**src/rtl/fp16_pkg.sv**
```systemverilog
// Shared constants for the binary16 pack stage: field widths, special encodings,
// FSM state codes and flag bit positions.
package fp16_pkg;

  localparam int EXP_W     = 5;
  localparam int MANT_W    = 10;
  localparam int GRS_W     = 3;
  localparam int BIAS      = 15;
  localparam int EXP_MAX   = (1 << EXP_W) - 1;
  localparam int IN_EXP_W  = EXP_W + 2;
  localparam int IN_MANT_W = MANT_W + GRS_W + 1;
  localparam int WORD_W    = 1 + EXP_W + MANT_W;

  localparam logic [WORD_W-1:0] QNAN = 16'h7E00;

  localparam logic [1:0] ST_IDLE  = 2'd0;
  localparam logic [1:0] ST_ROUND = 2'd1;
  localparam logic [1:0] ST_OUT   = 2'd2;

  localparam int FLAG_OF = 2;
  localparam int FLAG_UF = 1;
  localparam int FLAG_NX = 0;

endpackage

```
**src/rtl/fp_round_rne.sv**
```systemverilog
// Combinational denormalize shift, sticky collection and round-to-nearest-even
// for a finite non-zero operand, including overflow to infinity.
module fp_round_rne
  import fp16_pkg::*;
(
  input  logic                 sign_i,
  input  logic [IN_EXP_W-1:0]  exp_i,
  input  logic [IN_MANT_W-1:0] mant_i,
  output logic [WORD_W-1:0]    data_o,
  output logic [2:0]           flags_o
);

  localparam int SHIFT_CAP = IN_MANT_W + 1;
  localparam int XW        = IN_EXP_W + 1;
  localparam int EXT_W     = IN_MANT_W + SHIFT_CAP;

  localparam logic signed [XW-1:0] ONE_X     = XW'(1);
  localparam logic signed [XW-1:0] CAP_X     = XW'(SHIFT_CAP);
  localparam logic signed [XW-1:0] EXP_MAX_X = XW'(EXP_MAX);

  logic signed [XW-1:0]  exp_x;
  logic signed [XW-1:0]  shift_full;
  logic        [XW-1:0]  shift_amt;
  logic                  subnormal;
  logic [EXT_W-1:0]      ext;
  logic [IN_MANT_W-1:0]  shifted;
  logic                  sticky_out;
  logic [MANT_W:0]       sig;
  logic                  g, r, s;
  logic                  inexact;
  logic                  round_up;
  logic [MANT_W+1:0]     sig_rnd;
  logic signed [XW-1:0]  exp_rnd;
  logic [MANT_W-1:0]     frac_rnd;

  // NOTE: every variable written here gets a value before any branch, so no latch is inferred.
  always_comb begin
    exp_x      = {exp_i[IN_EXP_W-1], exp_i};
    subnormal  = (exp_x <= 0);
    shift_full = ONE_X - exp_x;
    shift_amt  = '0;
    if (subnormal) begin
      shift_amt = (shift_full > CAP_X) ? CAP_X : shift_full;
    end

    // The extension is wide enough that no bit falls off even at the capped shift.
    ext        = {mant_i, {SHIFT_CAP{1'b0}}} >> shift_amt;
    shifted    = ext[EXT_W-1 -: IN_MANT_W];
    sticky_out = |ext[SHIFT_CAP-1:0];

    sig      = shifted[IN_MANT_W-1 -: MANT_W+1];
    g        = shifted[2];
    r        = shifted[1];
    s        = shifted[0] | sticky_out;
    inexact  = g | r | s;
    round_up = g & (r | s | sig[0]);
    sig_rnd  = {1'b0, sig} + {{(MANT_W+1){1'b0}}, round_up};

    if (subnormal) begin
      // A subnormal that rounds into the hidden bit becomes the smallest normal.
      exp_rnd  = $signed({{(XW-1){1'b0}}, sig_rnd[MANT_W]});
      frac_rnd = sig_rnd[MANT_W-1:0];
    end else begin
      exp_rnd  = exp_x + $signed({{(XW-1){1'b0}}, sig_rnd[MANT_W+1]});
      frac_rnd = sig_rnd[MANT_W+1] ? sig_rnd[MANT_W:1] : sig_rnd[MANT_W-1:0];
    end

    data_o           = {sign_i, exp_rnd[EXP_W-1:0], frac_rnd};
    flags_o          = '0;
    flags_o[FLAG_NX] = inexact;
    flags_o[FLAG_UF] = subnormal & inexact;

    if (exp_rnd >= EXP_MAX_X) begin
      data_o           = {sign_i, {EXP_W{1'b1}}, {MANT_W{1'b0}}};
      flags_o          = '0;
      flags_o[FLAG_OF] = 1'b1;
      flags_o[FLAG_NX] = 1'b1;
    end
  end

endmodule

```
**src/rtl/store.sv**
```systemverilog
// Tail of the FP datapath: captures unpacked fields, rounds them to binary16 and
// holds the packed word under valid/ready backpressure.
module store
  import fp16_pkg::*;
(
  input  logic                 clk,
  input  logic                 rst,
  input  logic                 in_valid,
  output logic                 in_ready,
  input  logic                 in_sign,
  input  logic [IN_EXP_W-1:0]  in_exp,
  input  logic [IN_MANT_W-1:0] in_mant,
  input  logic                 in_nan,
  input  logic                 in_inf,
  output logic [WORD_W-1:0]    out_data,
  output logic [2:0]           out_flags,
  output logic                 out_valid,
  input  logic                 out_ready
);

  logic [1:0]           state_q, state_d;
  logic                 sign_q, nan_q, inf_q;
  logic [IN_EXP_W-1:0]  exp_q;
  logic [IN_MANT_W-1:0] mant_q;
  logic [WORD_W-1:0]    data_q, res_data, rnd_data;
  logic [2:0]           flags_q, res_flags, rnd_flags;

  fp_round_rne u_round (
    .sign_i  (sign_q),
    .exp_i   (exp_q),
    .mant_i  (mant_q),
    .data_o  (rnd_data),
    .flags_o (rnd_flags)
  );

  always_comb begin
    res_data  = rnd_data;
    res_flags = rnd_flags;
    if (nan_q) begin
      res_data  = QNAN;
      res_flags = '0;
    end else if (inf_q) begin
      res_data  = {sign_q, {EXP_W{1'b1}}, {MANT_W{1'b0}}};
      res_flags = '0;
    end else if (mant_q == '0) begin
      res_data  = {sign_q, {(WORD_W-1){1'b0}}};
      res_flags = '0;
    end
  end

  always_comb begin
    state_d = state_q;
    case (state_q)
      ST_IDLE:  if (in_valid) state_d = ST_ROUND;
      ST_ROUND: state_d = ST_OUT;
      ST_OUT:   if (out_ready) state_d = ST_IDLE;
      default:  state_d = ST_IDLE;
    endcase
  end

  // NOTE: state registers use non-blocking assignments so every flop samples pre-edge values.
  always_ff @(posedge clk) begin
    if (rst) begin
      state_q <= ST_IDLE;
      data_q  <= '0;
      flags_q <= '0;
    end else begin
      state_q <= state_d;
      if (state_q == ST_ROUND) begin
        data_q  <= res_data;
        flags_q <= res_flags;
      end
    end
  end

  // NOTE: capture registers carry no reset; they are only read in ROUND, which always follows a capture.
  always_ff @(posedge clk) begin
    if (state_q == ST_IDLE && in_valid) begin
      sign_q <= in_sign;
      exp_q  <= in_exp;
      mant_q <= in_mant;
      nan_q  <= in_nan;
      inf_q  <= in_inf;
    end
  end

  assign in_ready  = (state_q == ST_IDLE);
  assign out_valid = (state_q == ST_OUT);
  assign out_data  = data_q;
  assign out_flags = flags_q;

endmodule
```
**config.mk**
```make
export PLATFORM = sky130hd
export DESIGN_NAME = store
export DESIGN_NICKNAME = d
export VERILOG_FILES = /design/src/rtl/fp16_pkg.sv /design/src/rtl/fp_round_rne.sv /design/src/rtl/store.sv
export SDC_FILE = /design/constraint.sdc
export NUM_CORES = 1
export LEC_CHECK = 0
export ABC_AREA = 1
export CAP_MARGIN = 20
export CORE_MARGIN = 2
export CORE_UTILIZATION = 41
export DETAILED_ROUTE_END_ITERATION = 7
export PLACE_DENSITY_LB_ADDON = 0.25
export SYNTH_ARGS = -nofsm -noshare
export SYNTH_HDL_FRONTEND = slang
export SYNTH_SLANG_ARGS = --single-unit
```
**constraint.sdc**
```tcl
create_clock -name clk -period 4.8 [get_ports clk]
set_input_delay 0.72 -clock clk [delete_from_list [all_inputs] [get_ports clk]]
set_output_delay 0.72 -clock clk [all_outputs]
set_load 0.01 [all_outputs]
```
==> Word-level counts from Yosys, hierarchy flattened <==
Index checks and enable logic that the tools add are counted.
{ "word_totals": {"input_bits": 28, "ram_bits": 0, "elab_cells": 47, "latchBits": 0, "mem_count": 0, "regBits": 45, "rom_bits": 0} }
{ "op_classes": {"muxes": 16, "n_lt_le_gt_ge": 3, "n_addsub": 3, "n_mul": 0, "eq_ne": 4, "bitwise_logic": 7, "n_div": 0, "shift": 1, "reduce_logical": 5} }
{ "op_table": {"columns": ["op", "n"], "rows": [
  ["$mux W15", 3],
  ["$shr A29 B8 Y29", 1],
  ["$mux W8", 3],
  ["$mux W10", 2],
  ["$mux W16", 1],
  ["$reduce_or A15 Y1", 1],
  ["$logic_not A14 Y1", 1],
  ["$add A11 B1 Y12", 1],
  ["$mux W3", 4],
  ["$add A7 B2 Y8", 1],
  ["$ge A8 B6 Y1 const B", 1],
  ["$gt A8 B5 Y1 const B", 1],
  ["$sub A2 B7 Y8 const A", 1],
  ["$le A7 B1 Y1 const B", 1],
  ["$pmux W2 S3", 1],
  ["$or A1 B1 Y1", 5],
  ["$mux W2", 2],
  ["$and A1 B1 Y1", 2],
  ["$eq A2 B1 Y1 const B", 1],
  ["$eq A2 B2 Y1 const B", 1],
  ["$logic_not A2 Y1", 1],
  ["$ne A2 B1 Y1 const B", 1],
  ["$ne A2 B2 Y1 const B", 1],
  ["$reduce_and A2 Y1", 1],
  ["$logic_and A1 B1 Y1", 1]
]} }

==> Logic depth before layout (Yosys ltp) <==
{ "depth": {"ltp_word": 18, "ltp_mapped": 35} }

==> Hierarchy <==
A second synthesis with hierarchy kept.
{ "hier_totals": {"cells_unflattened": 452, "area_unflattened_um2": 3171.8} }
{ "modules_own_cells": {"columns": ["module", "cells_each", "seq_area_each_um2", "instances", "area_per_inst_um2"], "rows": [
  ["store", 144, 1141.1, 1, 1670.4],
  ["fp_round_rne", 308, 0.0, 1, 1501.4]
]} }

==> Worst setup path after synthesis <==
No wires, ideal clock.
{ "synth_path": {"path_kind": "reg2reg", "startpoint": "register exp_q[1]", "endpoint": "register data_q[1] (netlist: out_data[1])", "t_required_ps": 4730, "slack_ps": 951, "setup_ps": 70, "path_stages_with_launch": 28, "period_less_slack_ps": 3849, "n_path_buf": 1, "arrival_time_ps": 3779, "path_cell_list": "edfxtp_1 inv_1 ha_1 nand3_1 nand2_1 nand3_2 nand2_4 inv_2 o21ai_4 inv_4 buf_6 nand2_1 nand2_1 nor2_2 nand2_2 nor2_2 nand3_4 nor2_8 ha_1 ha_1 nand2_1 o21ai_0 nor2_1 nand3_1 nand2_1 nor3_1 nand3_1 a21oi_1"} }
{ "synth_between": {"elab_chain_cells": 18, "word_cells_on_any_way": 21, "classes_between": "3 x add/sub; 3 x order compare; 1 x shift; 9 x mux; 4 x bitwise; 1 x reduce/logical"} }
{ "synth_rtl": {"columns": ["element", "line_no", "text"], "rows": [
  ["from (decl)", "store.sv:23", "logic [IN_EXP_W-1:0] exp_q;"],
  ["from (signal assigned)", "store.sv:80", "exp_q <= in_exp;"],
  ["$sub A2 B7 Y8", "fp_round_rne.sv:40", "shift_full = ONE_X - exp_x;"],
  ["$gt A8 B5 Y1", "fp_round_rne.sv:43", "shift_amt = (shift_full > CAP_X) ? CAP_X : shift_full;"],
  ["$mux W8", "fp_round_rne.sv:43", null],
  ["$mux W8", "fp_round_rne.sv:42", "if (subnormal) begin"],
  ["$shr A29 B8 Y29", "fp_round_rne.sv:47", "ext = {mant_i, {SHIFT_CAP{1'b0}}} >> shift_amt;"],
  ["$reduce_or A15 Y1", "fp_round_rne.sv:49", "sticky_out = |ext[SHIFT_CAP-1:0];"],
  ["$or A1 B1 Y1", "fp_round_rne.sv:54", "s = shifted[0] | sticky_out;"],
  ["$or A1 B1 Y1 (2 in series)", "fp_round_rne.sv:56", "round_up = g & (r | s | sig[0]);"],
  ["$and A1 B1 Y1", "fp_round_rne.sv:56", null],
  ["$add A11 B1 Y12", "fp_round_rne.sv:57", "sig_rnd = {1'b0, sig} + {{(MANT_W+1){1'b0}}, round_up};"],
  ["$add A7 B2 Y8", "fp_round_rne.sv:64", "exp_rnd = exp_x + $signed({{(XW-1){1'b0}}, sig_rnd[MANT_W+1]});"],
  ["$mux W8", "fp_round_rne.sv:59", "if (subnormal) begin"],
  ["$ge A8 B6 Y1", "fp_round_rne.sv:73", "if (exp_rnd >= EXP_MAX_X) begin"],
  ["$mux W15 (*)", "fp_round_rne.sv:73", null],
  ["$mux W15 (*)", "store.sv:45", "end else if (mant_q == '0) begin"],
  ["$mux W15 (*)", "store.sv:42", "end else if (inf_q) begin"],
  ["$mux W16 (*)", "store.sv:39", "if (nan_q) begin"],
  ["to (signal assigned)", "store.sv:70", "data_q <= res_data;"],
  ["to (decl)", "store.sv:25", "logic [WORD_W-1:0] data_q, res_data, rnd_data;"]
]} }
Every way passes the cells marked *; elsewhere a longest branch is shown, timed or not.
A chain may end at the register's enable or synchronous reset.

==> Final worst setup path <==
{ "layout_path": {"startpoint": "register exp_q[2]", "endpoint": "register data_q[2] (netlist: out_data[2])"} }
The elaborated chain is that of the path after synthesis.

==> run metrics <==
status finished clean; wire length of the first global-routing pass 12800 um; antenna violation net count after detailed routing 0; first-iteration detailed-routing DRC count 172; biggest fanout along the worst timing path 19; number of cell rows 32; RD Place Congestion 0.952; post-route clock period utilization 89.9%; detailed-routing iteration count for the pre-antenna-repair pass 4; Synth top area share 22.5%; global route overflow 0; Overall Power 1.03 mW; highest achievable clock rate 0.232 GHz; summed negative setup slack over all endpoints 0 ns; Area Growth Syn to Fin 21.4%; total clock buffers created by CTS 5; vias per inst 4.99; area of the die 8520 um2; total count of hold-check failures in the final report 0; static leakage 1.67 nW; Max-Cap Viols 0; total via count in the routed design 2986; total number of yosys warnings 0; # nets final 528; HPWL after detailed placement 5710 um; synthesized area per cell 7.15 um2; data required time at the worst endpoint 4.97 ns; overall routing resource usage 18.2%; detailed-route wire length per cell 12.0 um; number of top-level pins 49; pin count of the biggest net entering global routing 25; pins over their slew limit 0; worst vdd rail ir drop 0.000150 V; count of buffers from port buffering 48; Gate Count Post-Synth 447; power per unit of standard cell area 266 nW/um2; layout cells sized above 1 13.1%; DP Worst Slack 0.381 ns; Synth Net Count 480; Worst Clk Skew 0.00825 ns; placed standard-cell area 3750 um2; number of antenna violations at the first check in global routing 0; dominant cell type by area after synthesis edfxtp_1; sequential share of the synthesized area 35.7%; Critical path buffers and inverters 5; critical path's largest stage delay 0.46 ns; x dimension of the die 92.3 um; clock network latency to the later pin of the worst-skew pair 0.30 ns; Least-Margin Pin Slew 0.922 ns; Period minus WS final 4.31 ns; library cell contributing the largest single delay on the critical path edfxtp_1; CP Class register to register; die height 92.3 um; post-detailed-route DRC marker count 0; initial core utilization 41.8%; Worst setup SP type register; relative max-transition margin 38.0%; Core Box Area 7650 um2; setup violation total in the final timing report 0; maximum buffer depth of the clock tree 2; number of clock sinks seen by CTS 45; Critical Path Sink Type register; delay-heaviest family, CP simple AND/OR/NAND/NOR gates; most frequent cells in the layout nand2_1, nand3_1, clkdlybuf4s50_1; cells taking the most area after synthesis edfxtp_1, nand2_1, dfxtp_1; worst hold margin 0.468 ns; Detailed Route WL 7150 um; level count of the clock H-tree 2; post-route setup slack 0.486 ns; combined area of all synthesized cells 3200 um2; #FFs+latches synth 45; leading cell type in the layout, fill and taps excluded nand2_1; Hold Crit Class register to register; clock input transition at the sequential cells of the worst setup and hold paths 0.09 ns; clock tree from TritonCTS yes; cell area after layout 3880 um2; vias in the first global route 2881; critical path data arrival time 4.49 ns; cell chosen for the clock root clkbuf_8; RSZ-0062 raised after global routing no; antenna cell count 0; Cell variety after synth 35
## state kept, by name, indices dropped and copies added, names as in the netlist
register / cells
inf_q: 1
state_q: 2
sign_q: 1
mant_q: 14
nan_q: 1
out_flags: 3
out_data: 16
exp_q: 7
## per-stage QoR
stage	util, %	instances
final	50.8	598
after global routing	50.8	598
after CTS	50.4	596
after detailed placement	49.0	588
after global placement	49.0	588
after floorplan	-	447
## power breakdown
part / internal, mW / switching (mW) / total, mW
logic: 0.118 / 0.204 / 0.322
registers: 0.429 / 0.0134 / 0.443
clock network: 0.135 / 0.132 / 0.267
## layout make-up
cell class	instances	area, um2
Fill cell	750	3770
Multi-Input combinational cell	346	1820
Sequential cell	45	1140
Timing Repair Buffer	52	510
Inverter	45	179
Tap cell	102	128
Clock buffer	7	97.6
Clock inverter	1	8.76
## layer usage
metal	vias up	wire length (um)	global-route usage, %
met2	77	3380	29.4
met5	-	0	0
met1	1325	3330	24.2
met4	0	110	6.09
met3	9	317	3.74
li1	1575	-	-
## cells in the mapped netlist
| master | n |
|---|---|
| nand2_2 | 9 |
| nor2_4 | 4 |
| xnor2_1 | 1 |
| buf_2 | 4 |
| o21ai_1 | 2 |
| a21oi_1 | 20 |
| nor3_1 | 5 |
| inv_6 | 1 |
| o21ai_4 | 2 |
| inv_1 | 35 |
| a22oi_1 | 1 |
| dfxtp_1 | 21 |
| inv_2 | 7 |
| o21ai_0 | 16 |
| nand3b_1 | 1 |
| buf_4 | 1 |
| ha_1 | 5 |
| or2_2 | 2 |
| nand4_1 | 6 |
| buf_6 | 4 |
| nand2_1 | 133 |
| nor4_1 | 3 |
| nor2_8 | 2 |
| nor2_2 | 9 |
| nand2_4 | 6 |
| nand3_1 | 79 |
| nand3_2 | 5 |
| inv_4 | 2 |
| and2_1 | 1 |
| xor2_1 | 6 |
| nand3_4 | 1 |
| clkbuf_1 | 2 |
| or4_1 | 2 |
| edfxtp_1 | 24 |
| nor2_1 | 25 |
## what timing repair did
action / in CTS / in global routing
setup buffers: 0 / 2
resized for setup: 0 / 4
endpoints found under the setup margin: 0 / 14
hold endpoints to repair: 0 / 0
hold buffers: 0 / 0
## tightest hold or removal path: stages (launching register included)
cell     delay, ns
dfxtp_1       0.32
nand2_1       0.06
a21oi_1       0.05
## logic make-up (layout without fill, tap and decap cells)
group / count (synthesis) / in the layout / share of synthesized area (%)
and+or+nand+nor: 293 / 293 / 45.1
buffers and inverters: 56 / 105 / 8.10
DFF: 45 / 45 / 35.7
AOI/OAI and AO/OA: 41 / 41 / 7.20
xor gates and xnor gates: 7 / 7 / 1.92
adders and majority gates: 5 / 5 / 1.96
## final timing paths
| path | to | cells past startpoint | slack [ns] | startpoint |
|---|---|---|---|---|
| worst max-delay path | out_data[2] | 30 | 0.49 | exp_q[2] |
| worst min-delay path | out_data[1] | 2 | 0.47 | out_data[1] |
| worst max register to register | out_data[2] | 30 | 0.49 | exp_q[2] |
| worst min register to register | out_data[1] | 2 | 0.47 | out_data[1] |
(Power assumes the default switching activity.)
